--- src/rtl/ttl_377_bank_write_arbiter.sv ---
// ttl_377_bank_write_arbiter
//
// Shares one write path into a bank of 74377 octal D flip-flops among several
// agents. Each cycle the block picks one eligible requester, drives its data
// on the shared D bus, and pulls low the Enable_bar of the addressed register
// for exactly one cycle. The 74377 captures the D bus at the edge that ends
// that cycle. The winner sees a one-cycle Grant pulse during the same cycle.
//
// Handshake: an agent holds Req high until it has seen its Grant. It drops Req
// at the edge that ends its Grant cycle. At that edge the current grantee is
// not eligible, so a write is never repeated and a lone agent that keeps its
// request up wins only every other cycle.
//
// Configuration macro:
//   REG_BANK_ARB_FIXED_PRI_EN  defined   -> fixed priority, lowest index wins
//                              undefined -> round robin (default)
//
// Ports:
//   Clk         in   rising-edge clock, shared with the 74377 bank
//   Clear_bar   in   asynchronous active-low reset
//   Req         in   [REQUESTERS]            write request per agent
//   Addr        in   [REQUESTERS*ADDR_BITS]  target register per agent
//   Data        in   [REQUESTERS*WIDTH]      write data per agent
//   Grant       out  [REQUESTERS]            one-hot, high during the LOAD cycle
//   Busy        out                          high while in LOAD
//   D_bus       out  [WIDTH]                 shared data to the 74377 D inputs
//   Enable_bar  out  [NUM_REGS]              active-low enable per 74377
module ttl_377_bank_write_arbiter #(
    parameter int REQUESTERS = 4,
    parameter int NUM_REGS   = 4,
    parameter int WIDTH      = 8,
    parameter int ADDR_BITS  = 2
) (
    input  logic                            Clk,
    input  logic                            Clear_bar,
    input  logic [REQUESTERS-1:0]           Req,
    input  logic [REQUESTERS*ADDR_BITS-1:0] Addr,
    input  logic [REQUESTERS*WIDTH-1:0]     Data,
    output logic [REQUESTERS-1:0]           Grant,
    output logic                            Busy,
    output logic [WIDTH-1:0]                D_bus,
    output logic [NUM_REGS-1:0]             Enable_bar
);

    localparam int PTR_W = (REQUESTERS > 1) ? $clog2(REQUESTERS) : 1;
    localparam logic [REQUESTERS-1:0] GRANT_ONE = 1;

    typedef enum logic {
        IDLE = 1'b0,
        LOAD = 1'b1
    } state_t;

    state_t                state;
    logic [REQUESTERS-1:0] eligible;
    logic                  found;
    int                    win_idx;
    logic [ADDR_BITS-1:0]  win_addr;
    logic [NUM_REGS-1:0]   en_next;

    // The agent being granted right now still shows Req high at the edge
    // that ends its grant; masking it here stops a repeated write.
    assign eligible = Req & ~Grant;

`ifdef REG_BANK_ARB_FIXED_PRI_EN
    // Lowest eligible index wins: scan downwards, the last hit is the lowest.
    always_comb begin
        found   = 1'b0;
        win_idx = 0;
        for (int k = REQUESTERS - 1; k >= 0; k--) begin
            if (eligible[k]) begin
                found   = 1'b1;
                win_idx = k;
            end
        end
    end
`else
    // ptr holds the index where the next search starts (last grantee + 1).
    logic [PTR_W-1:0] ptr;
    int               cand;

    always_comb begin
        found   = 1'b0;
        win_idx = 0;
        cand    = 0;
        for (int k = 0; k < REQUESTERS; k++) begin
            cand = int'(ptr) + k;
            if (cand >= REQUESTERS) begin
                cand = cand - REQUESTERS;
            end
            if (!found && eligible[cand[PTR_W-1:0]]) begin
                found   = 1'b1;
                win_idx = cand;
            end
        end
    end
`endif

    assign win_addr = Addr[win_idx*ADDR_BITS +: ADDR_BITS];

    // An address beyond the bank matches no register, so the write is dropped
    // while Grant and D_bus still behave normally.
    always_comb begin
        en_next = '1;
        for (int r = 0; r < NUM_REGS; r++) begin
            if (int'(win_addr) == r) begin
                en_next[r] = 1'b0;
            end
        end
    end

    always_ff @(posedge Clk or negedge Clear_bar) begin
        if (!Clear_bar) begin
            state      <= IDLE;
            Grant      <= '0;
            Busy       <= 1'b0;
            D_bus      <= '0;
            Enable_bar <= '1;
`ifndef REG_BANK_ARB_FIXED_PRI_EN
            ptr        <= '0;
`endif
        end else begin
            case (state)
                IDLE: begin
                    if (found) begin
                        state      <= LOAD;
                        Grant      <= GRANT_ONE << win_idx;
                        Busy       <= 1'b1;
                        D_bus      <= Data[win_idx*WIDTH +: WIDTH];
                        Enable_bar <= en_next;
`ifndef REG_BANK_ARB_FIXED_PRI_EN
                        ptr        <= (win_idx == REQUESTERS - 1) ? '0 : PTR_W'(win_idx + 1);
`endif
                    end else begin
                        state <= IDLE;
                    end
                end
                LOAD: begin
                    if (found) begin
                        state      <= LOAD;
                        Grant      <= GRANT_ONE << win_idx;
                        Busy       <= 1'b1;
                        D_bus      <= Data[win_idx*WIDTH +: WIDTH];
                        Enable_bar <= en_next;
`ifndef REG_BANK_ARB_FIXED_PRI_EN
                        ptr        <= (win_idx == REQUESTERS - 1) ? '0 : PTR_W'(win_idx + 1);
`endif
                    end else begin
                        // D_bus keeps its last value on the way back to IDLE.
                        state      <= IDLE;
                        Grant      <= '0;
                        Busy       <= 1'b0;
                        Enable_bar <= '1;
                    end
                end
                default: begin
                    state <= IDLE;
                end
            endcase
        end
    end

endmodule

--- config.mk ---
export PLATFORM = sky130hd
export DESIGN_NAME = ttl_377_bank_write_arbiter
export DESIGN_NICKNAME = d
export VERILOG_FILES = /design/src/rtl/ttl_377_bank_write_arbiter.sv
export SDC_FILE = /design/constraint.sdc
export NUM_CORES = 1
export LEC_CHECK = 0
export CAP_MARGIN = 40
export CORE_ASPECT_RATIO = 0.5
export CORE_UTILIZATION = 40
export CTS_CLUSTER_DIAMETER = 50
export DETAILED_ROUTE_END_ITERATION = 10
export PLACE_DENSITY = 0.77
export SETUP_SLACK_MARGIN = 0.4
export SYNTH_ARGS = -nofsm -noshare
export SYNTH_HDL_FRONTEND = slang
export SYNTH_SLANG_ARGS = --single-unit
--- constraint.sdc ---
create_clock -name Clk -period 2.5 [get_ports Clk]
set_input_delay 0.375 -clock Clk [delete_from_list [all_inputs] [get_ports Clk]]
set_output_delay 0.375 -clock Clk [all_outputs]
set_load 0.01 [all_outputs]
==> impl_metrics.py <==
metrics = {
    "run_status": {
        "status": "finished, violations left",
        "violations": "negative setup slack",
    },
    "placed_design": {
        "dpl_cell_area_um2": 2670,
        "routabilityCongestion": 0.929,
        "dp_hpwl_um": 3790,
        "port_buffers": 62,
        "placed_cells": 307,
    },
    "grt": {
        "grt_pass1_vias": 1729,
        "grt_max_degree": 21,
        "grt_pass1_wl_um": 7860,
        "grt_remaining_overflow": 0,
        "antenna_found_initial": 0,
        "gr-usage-all-layers_pct": 24.5,
    },
    "pwr": {
        "power_density_nw_per_um2": 1710,
        "leakage_uw": 0.00126,
        "vdd_ir_drop_max_mv": 0.854,
        "p_total_uw": 5010,
    },
    "final_layout": {
        "postLayoutCellArea_um2": 2940,
        "n_antenna_cell": 0,
        "fin_cells": 322,
        "regArea_um2": 509,
        "area_growth_pct": 83.7,
        "multi_input_area_um2": 1130,
        "n_fill_cell": 220,
        "finalNetCount": 324,
        "drive_gt1_share_pct": 42.1,
        "post-route-util_pct": 81.2,
    },
    "floorplanning": {
        "start_util_pct": 44.2,
        "rows": 15,
        "dieWidth_um": 91.5,
        "boundaryPins": 63,
        "dieHeight_um": 46.7,
        "dieArea_um2": 4270,
        "core_um2": 3620,
    },
    "setup_path": {
        "rr_endpoint": "Enable_bar[3]",
        "cp-end-kind": "flip-flop",
        "critPathMostFrequentCell": "buf_4",
        "cp-endpoint": "Enable_bar[3]",
        "r2r-start": "ptr[0]",
        "cp_slowest_cell": "dfrtp_2",
        "path_depth": 11,
        "worstPathRequired_ns": 2.68,
        "start_kind": "flip-flop",
        "startpoint": "ptr[0]",
        "cp_cell_sequence": "inv_8, ha_4, inv_2, mux4_2, o211ai_4, nand3_4, buf_4, o211ai_1, and2_1, buf_4, a41oi_2",
        "path_class": "reg2reg",
        "slowest_delay_ns": 0.48,
        "reg2reg_depth": 11,
        "cp_num_buf_inv": 4,
        "cp_max_fo": 5,
        "crit_family": "compound AO/OA/AOI/OAI gates",
        "cp.arrival_ns": 2.75,
        "r2r_slack_ns": -0.07,
    },
    "worst_hold_path": {
        "min_path_type": "in2async",
    },
    "clocking": {
        "htreeDepth": 1,
        "numCtsBuffers": 3,
        "clk_pin_slew_ns": 0.08,
        "tritoncts": "done",
        "clk_latency_ns": 0.26,
        "hold_buffers": 0,
        "clockBufferDepth": 2,
        "clock_sinks": 20,
        "root_buffer": "clkbuf_8",
    },
    "timing": {
        "relSlewSlack_pct": 71.0,
        "fin_crit_ns": 2.57,
        "clock.fmax_ghz": 0.389,
        "fin_crit_sh_pct": 103,
        "rsz0062_at_grt": "yes",
        "finalMaxSlewViolations": 0,
        "final-hold-violation-count": 0,
        "setup_violations": 7,
        "worst_pin_slew_ns": 0.431,
        "hold_slack_ns": 0.449,
        "layout_setup_ws_ns": -0.0674,
        "finClkSkew_ns": 0.000604,
    },
    "detailed_routing": {
        "ant_nets": 0,
        "vias": 1771,
        "drc": 0,
        "wirelength_um": 5380,
        "drt_first_pass_iters": 4,
        "wl_per_cell_um": 16.7,
        "via_per_inst": 5.50,
        "drt_iter0_markers": 71,
    },
    "logic_synthesis": {
        "synthTopCellsByCount": "16 x dfrtp_1, 10 x nor2_1, 8 x inv_1, 8 x mux4_2, 8 x nand2_1",
        "yosys-top-cells-area": "dfrtp_1 25%, mux4_2 11%, dfstp_2 6.6%, ha_1 4.7%, a22o_1 3.8%",
        "dominantRegCellSynth": "dfrtp_1",
        "syn_nets": 203,
        "yosys_warnings": 0,
        "synth_top_area_share_pct": 25.0,
        "yosysUniqueCellTypes": 50,
        "syn-cell-area_um2": 1600,
        "synth-edff-count": 0,
        "netlist_instances": 151,
        "ys_ff_latch": 20,
        "yosysTopAreaCell": "dfrtp_1",
        "synth.most_common_cell": "dfrtp_1",
        "synth-seq-area-share_pct": 31.6,
        "ys_async_sr_fraction_pct": 100,
        "synth_area_per_cell_um2": 10.6,
    },
    "job": {
        "cap_violations": 0,
    },
}
worst min-delay path by stage:
stage                    from  endpoint  slack (ns)  cells past startpoint
floorplan           Clear_bar      Busy        0.08                      0
global route        Clear_bar    ptr[0]        0.46                      2
CTS                 Clear_bar  D_bus[4]        0.46                      2
global placement     D_bus[5]  D_bus[5]        0.49                      1
finish              Clear_bar  Grant[0]        0.45                      2
detailed placement   D_bus[5]  D_bus[5]        0.49                      1
layout make-up:
class,instances,area share (%)
Clock inverter,1,1.02
Multi-Input combinational cell,115,38.6
Timing Repair Buffer,120,37.4
Sequential cell,20,17.3
Tap cell,51,2.17
Inverter,12,2.13
Clock buffer,3,1.40
report_power, final:
group | switching [uW] | internal, uW
sequential | 122 | 523
clock | 113 | 214
combinational | 1850 | 2190
registers in the layout, indices dropped and copies added (netlist names):
signal      cells
Busy            1
state           1
D_bus           8
Enable_bar      4
ptr             2
Grant           4
metrics by stage:
step           setup slack, ns  setup TNS (ns)
6_report               -0.0674          -0.261
3_3_place_gp            -0.374           -4.42
5_1_grt                 -0.138           -1.05
3_5_place_dp            -0.378           -4.83
4_1_cts                -0.0356          -0.141
2_1_floorplan          -0.0407          -0.292
layout by cell type (no fill, tap or decap), types with 3 or more instances in the layout:
master / instances
clkdlybuf4s50_1: 58
inv_2: 4
buf_4: 52
nand2b_1: 4
nor2_1: 7
inv_1: 5
nor2b_2: 3
mux4_2: 8
a22o_1: 7
buf_6: 3
o211ai_1: 4
nand2_1: 7
a32oi_2: 3
clkbuf_8: 3
buf_12: 3
and2_1: 3
mux2_4: 4
ha_1: 5
dlygate4sd2_1: 4
dfrtp_2: 3
nor2_4: 4
a21oi_1: 5
o21ai_1: 3
o221ai_1: 3
dfstp_2: 4
dfrtp_1: 13
cell families (layout without fill, tap and decap cells):
family | count (synthesis) | in the layout | synth area share [%]
AND/OR/NAND/NOR | 44 | 44 | 15.7
AO/OA/AOI/OAI | 51 | 51 | 25.8
adder cells (fa/ha/maj) | 6 | 6 | 4.69
buffers and inverters | 16 | 136 | 5.94
multiplexers | 14 | 14 | 16.3
flip-flops | 20 | 20 | 31.6
repair_timing:
action,in CTS,in global routing
pin swaps,11,11
resized for setup,22,8
cloned,0,0
buffers inserted,6,5
setup endpoints to repair,19,18
per-layer routing:
layer	share of wire [%]	GRT usage, %	vias to the layer above
li1	-	-	827
met1	40	29.9	856
met2	51	45.1	80
met3	7.3	4.46	8
met4	1.7	9.84	0
met5	0	0	-
Note: power is estimated with default switching activity, not from simulation.
